### config.mk
export PLATFORM = sky130hd
export DESIGN_NAME = mochila_bank_arbiter
export DESIGN_NICKNAME = d
export VERILOG_FILES = /design/src/rtl/mochila_bank_arbiter.sv
export SDC_FILE = /design/constraint.sdc
export NUM_CORES = 1
export LEC_CHECK = 0
export ABC_AREA = 1
export CAP_MARGIN = 20
export CORE_AREA = 2 2 245 247
export DETAILED_ROUTE_END_ITERATION = 6
export DIE_AREA = 0 0 247 249
export PLACE_DENSITY = 0.36
export SYNTH_ARGS = -nofsm -noshare
export SYNTH_HDL_FRONTEND = slang
export SYNTH_SLANG_ARGS = --single-unit
### constraint.sdc
create_clock -name clk_i -period 4.4 [get_ports clk_i]
set_input_delay 1.32 -clock clk_i [delete_from_list [all_inputs] [get_ports clk_i]]
set_output_delay 1.32 -clock clk_i [all_outputs]
set_load 0.005 [all_outputs]
### src/rtl/mochila_bank_arbiter.sv
// Round-robin OBI arbiter sharing one single-port SRAM bank, 1-cycle read latency.
// Optional out-of-bank error responses: define MOCHILA_BANK_ARB_RANGE_CHK_EN.
module mochila_bank_arbiter #(
  parameter int NUM_REQ = 7,
  parameter int ADDR_W = 32,
  parameter int DATA_W = 32,
  parameter logic [ADDR_W-1:0] BANK_BASE = 32'hF0100000,
  parameter logic [ADDR_W-1:0] BANK_SIZE = 32'h00008000
) (
  input  logic                                clk_i,
  input  logic                                rst_ni,
  input  logic [NUM_REQ-1:0]                  req_i,
  input  logic [NUM_REQ-1:0]                  we_i,
  input  logic [NUM_REQ*(DATA_W/8)-1:0]       be_i,
  input  logic [NUM_REQ*ADDR_W-1:0]           addr_i,
  input  logic [NUM_REQ*DATA_W-1:0]           wdata_i,
  output logic [NUM_REQ-1:0]                  gnt_o,
  output logic [NUM_REQ-1:0]                  rvalid_o,
  output logic [NUM_REQ-1:0]                  err_o,
  output logic [DATA_W-1:0]                   rdata_o,
  output logic                                mem_req_o,
  output logic                                mem_we_o,
  output logic [DATA_W/8-1:0]                 mem_be_o,
  output logic [$clog2(BANK_SIZE/4)-1:0]      mem_addr_o,
  output logic [DATA_W-1:0]                   mem_wdata_o,
  input  logic [DATA_W-1:0]                   mem_rdata_i
);

  localparam int BW = DATA_W / 8;
  localparam int AW = $clog2(BANK_SIZE / 4);
  localparam int PW = (NUM_REQ > 1) ? $clog2(NUM_REQ) : 1;
  localparam logic [PW-1:0] LAST = PW'(NUM_REQ - 1);
  localparam logic [DATA_W-1:0] ERR_PAT = DATA_W'(32'hBADACCE5);

  logic [PW-1:0] rr_ptr_q, rr_ptr_d;
  logic          resp_vld_q, resp_vld_d;
  logic [PW-1:0] resp_idx_q, resp_idx_d;
  logic          resp_err_q, resp_err_d;

  logic              gnt_any;
  logic [PW-1:0]     sel;
  logic [PW-1:0]     scan_idx;
  int                scan_j;
  logic [ADDR_W-1:0] sel_addr;
  logic              range_err;

  // first requester at or above the pointer, wrapping
  always_comb begin
    gnt_any  = 1'b0;
    sel      = '0;
    scan_j   = 0;
    scan_idx = '0;
    for (int i = 0; i < NUM_REQ; i++) begin
      scan_j = int'(rr_ptr_q) + i;
      if (scan_j >= NUM_REQ) scan_j = scan_j - NUM_REQ;
      scan_idx = PW'(scan_j);
      if (!gnt_any && req_i[scan_idx]) begin
        gnt_any = 1'b1;
        sel     = scan_idx;
      end
    end
    if (!rst_ni) gnt_any = 1'b0;
  end

  always_comb begin
    sel_addr = addr_i[int'(sel)*ADDR_W +: ADDR_W];
`ifdef MOCHILA_BANK_ARB_RANGE_CHK_EN
    range_err = gnt_any && !((sel_addr - BANK_BASE) < BANK_SIZE);
`else
    range_err = 1'b0;
`endif
  end

  always_comb begin
    gnt_o       = '0;
    mem_req_o   = 1'b0;
    mem_we_o    = 1'b0;
    mem_be_o    = '0;
    mem_addr_o  = '0;
    mem_wdata_o = '0;
    if (gnt_any) begin
      gnt_o[sel]  = 1'b1;
      mem_req_o   = !range_err;
      mem_we_o    = we_i[sel];
      mem_be_o    = be_i[int'(sel)*BW +: BW];
      mem_addr_o  = AW'((sel_addr - BANK_BASE) >> 2);
      mem_wdata_o = wdata_i[int'(sel)*DATA_W +: DATA_W];
    end
  end

  always_comb begin
    rr_ptr_d = rr_ptr_q;
    if (gnt_any) rr_ptr_d = (sel == LAST) ? '0 : sel + 1'b1;
    resp_vld_d = gnt_any;
    resp_idx_d = sel;
    resp_err_d = range_err;
  end

  // a response pending across reset is suppressed here
  always_comb begin
    rvalid_o = '0;
    err_o    = '0;
    rdata_o  = '0;
    if (rst_ni && resp_vld_q) begin
      rvalid_o[resp_idx_q] = 1'b1;
      err_o[resp_idx_q]    = resp_err_q;
      rdata_o              = resp_err_q ? ERR_PAT : mem_rdata_i;
    end
  end

  always_ff @(posedge clk_i) begin
    if (!rst_ni) begin
      rr_ptr_q   <= '0;
      resp_vld_q <= 1'b0;
      resp_idx_q <= '0;
      resp_err_q <= 1'b0;
    end else begin
      rr_ptr_q   <= rr_ptr_d;
      resp_vld_q <= resp_vld_d;
      resp_idx_q <= resp_idx_d;
      resp_err_q <= resp_err_d;
    end
  end

endmodule

==> flow_summary.json <==
{
  "timing.final.ws_setup_ps": -791,
  "min_from": "rr_ptr_q[2]",
  "final_max_slew_viol_count": 0,
  "cts_tree": "done",
  "cp.arrival_ps": 3870,
  "wl_um": 55100,
  "ioPinCount": 628,
  "cpMostUsedCell": "buf_6",
  "cp.required_ps": 3080,
  "drc": 0,
  "whs_path_depth": 5,
  "violations": "setup timing",
  "grt_usage_pct": 15.9,
  "synthCells": 1573,
  "num_rows": 89,
  "critPathCaptureType": "primary output",
  "grt_max_degree": 40,
  "synth.yosys.seq_area_share_pct": 2.01,
  "setup_viol": 58,
  "fp.dieArea_mm2": 0.0615,
  "clk_pin_slew_ps": 40,
  "wl_per_cell_um": 18.2,
  "fin_skew_ps": 0.547,
  "nets": 2798,
  "timing.rr.start": "rr_ptr_q[1]",
  "worst_setup_path_start_kind": "flop",
  "port_buffers": 487,
  "synth_area_mm2": 0.00697,
  "synthToLayoutAreaGrowth_pct": 141,
  "grt_pass1_wl_um": 73900,
  "status": "finished with violations",
  "yosys_warnings": 0,
  "antenna_found_initial": 9,
  "cts_root_buf": "clkbuf_16",
  "placed_cells": 2910,
  "cp_slowest_cell": "fa_2",
  "vdd_drop_max_v": 0.000506,
  "cts_buffers": 3,
  "synth-main-ff-cell": "dfxtp_1",
  "path_delay_family": "buffers and inverters",
  "global_route.overflow_total": 0,
  "clock_sinks": 7,
  "synth-async-reset-ratio_pct": 0,
  "clock_path_buffers": 2,
  "p_leak_uw": 0.00853,
  "rsz0062_at_grt": "true",
  "cap_violations": 0,
  "worstSkewPairLatency_ps": 230,
  "gp_congestion": 0.851,
  "htreeDepth": 1,
  "critPathBufInv": 13,
  "finalSetupTns_ps": -36350,
  "dr.pass1.iters": 5,
  "fmax_mhz": 193,
  "hold_violations": 0,
  "hpwlAfterDp_um": 39500,
  "grt_pass1_vias": 11800,
  "n_fill_cell": 6586,
  "ctsHoldBuffers": 0,
  "min_period_ps": 5190,
  "route.vias.total": 12000,
  "synth.avg_cell_area_um2": 4.43,
  "die_x_um": 247,
  "slowest_delay_ps": 420,
  "power.total_uw": 17500,
  "worstReg2RegEnd": "rr_ptr_q[2]",
  "ant_nets": 0,
  "r2r_slack_ps": 810,
  "pre_cts_ws_ps": -1620,
  "synth_edf_count": 0,
  "p_per_area_mw_per_mm2": 1040,
  "vias_per_cell": 3.96,
  "crit_fanout": 5,
  "hp-class": "flop to flop",
  "synth-seq-cells": 7,
  "finalNonFillerCells": 3034,
  "core_area_mm2": 0.0587,
  "die_y_um": 249,
  "reg2reg_depth": 30,
  "hold_end": "rr_ptr_q[2]",
  "crit_type": "flop to primary output",
  "drive_above_1_share_pct": 29.6,
  "yosysUniqueCellTypes": 35,
  "initial_core_util_pct": 11.9,
  "period_share_pct": 118,
  "drt_iter0_markers": 469
}
## per-layer routing
| layer | global-route usage [%] | vias up | wire (um) |
|---|---|---|---|
| met2 | 29.8 | 377 | 27800 |
| met5 | 0 | - | 91 |
| li1 | - | 6069 | - |
| met4 | 1.84 | 14 | 684 |
| met3 | 3.25 | 47 | 3550 |
| met1 | 18.7 | 5507 | 23000 |
## worst reg2reg max path: cells and delay by family (launching register included)
| family | cells | cell delay [ps] |
|---|---|---|
| DFF | 1 | 320 |
| buffers and inverters | 14 | 1430 |
| AOI/OAI and AO/OA | 1 | 140 |
| and+or+nand+nor | 13 | 1080 |
| adders and majority gates | 2 | 560 |
## power by group
part / switching, uW / internal (uW) / total, uW / leakage, uW
clock: 31.9 / 120 / 152 / 0.0000382
combinational: 9120 / 8110 / 17200 / 0.00843
sequential: 10.1 / 82.3 / 92.4 / 0.0000588
total: 9170 / 8310 / 17500 / 0.00853
## synth_stat cells (all sizes together), types with 2 or more instances
cell type	n	share of area, %
buf	72	6.7
nand3	231	17
clkbuf	22	1.2
ha	13	2.3
a21oi	3	0.27
nand2	586	32
dfxtp	7	2.0
nand3b	50	5.4
nor2	268	15
nand4	3	0.36
or2	2	0.18
nor3	2	0.14
o21ai	27	2.0
inv	281	15
## per-stage QoR
stage               hold slack, ps  util (%)  instance area [um^2]
floorplan                      636         -                  7020
global placement               657      23.7                 13900
detailed placement             654      23.7                 13900
CTS                            778      25.9                 15200
global route                   836      28.6                 16800
finish                         786      28.6                 16800
## sequential cells by signal, indices dropped and copies added (netlist names)
name and count:
rr_ptr_q 3, resp_idx_q 3, resp_vld_q 1
## kinds of logic (layout without fill, tap and decap cells)
logic type                 count (synthesis)  in the layout  synth area share, %
other                                      1              9               0.0538
adders and majority gates                 14             14                 2.62
buffers and inverters                    376           1054                 23.1
and+or+nand+nor                         1142           1144                 69.7
DFF                                        7              7                 2.01
AOI/OAI and AO/OA                         33             33                 2.57
## repair_timing
item / 4_1_cts / 5_1_grt
pin swaps: 55 / 134
endpoints found under the setup margin: 63 / 58
buffers inserted: 45 / 49
endpoints found under the hold margin: 0 / 0
resized for setup: 420 / 318
cloned: 14 / 19
## final cells by class
type                       instances  area [um^2]  area share [%]
inverter                         282         1100            6.57
multi-input combinational       1198         6510            38.7
tap                              773          967            5.75
sequential                         7          145           0.863
antenna                            2         5.00          0.0298
clock buffer                       4         78.8           0.469
timing repair buffer             768         8000            47.6
## how the worst max path moves through the flow
stage | from | depth (start not counted) | to
floorplan | req_i[4] | 18 | mem_addr_o[10]
global placement | req_i[4] | 21 | mem_we_o
detailed placement | req_i[2] | 20 | mem_wdata_o[25]
CTS | req_i[4] | 19 | mem_wdata_o[5]
global route | rr_ptr_q[1] | 28 | mem_wdata_o[16]
finish | rr_ptr_q[1] | 28 | mem_wdata_o[12]
## cell usage in the layout, fill, tap and decap left out, types with 13 or more instances in the layout
| master | count |
|---|---|
| nand3b_1 | 50 |
| buf_8 | 16 |
| nand3_1 | 164 |
| buf_4 | 153 |
| buf_6 | 47 |
| nand2_2 | 105 |
| buf_16 | 13 |
| nor2_2 | 45 |
| nand3_2 | 60 |
| nand2_4 | 32 |
| nor2_4 | 14 |
| buf_2 | 57 |
| clkbuf_16 | 18 |
| nand2_1 | 446 |
| inv_1 | 255 |
| buf_12 | 41 |
| inv_2 | 19 |
| nor2_1 | 208 |
| clkdlybuf4s50_1 | 421 |
No activity file was read; power rests on OpenSTA's default activity.
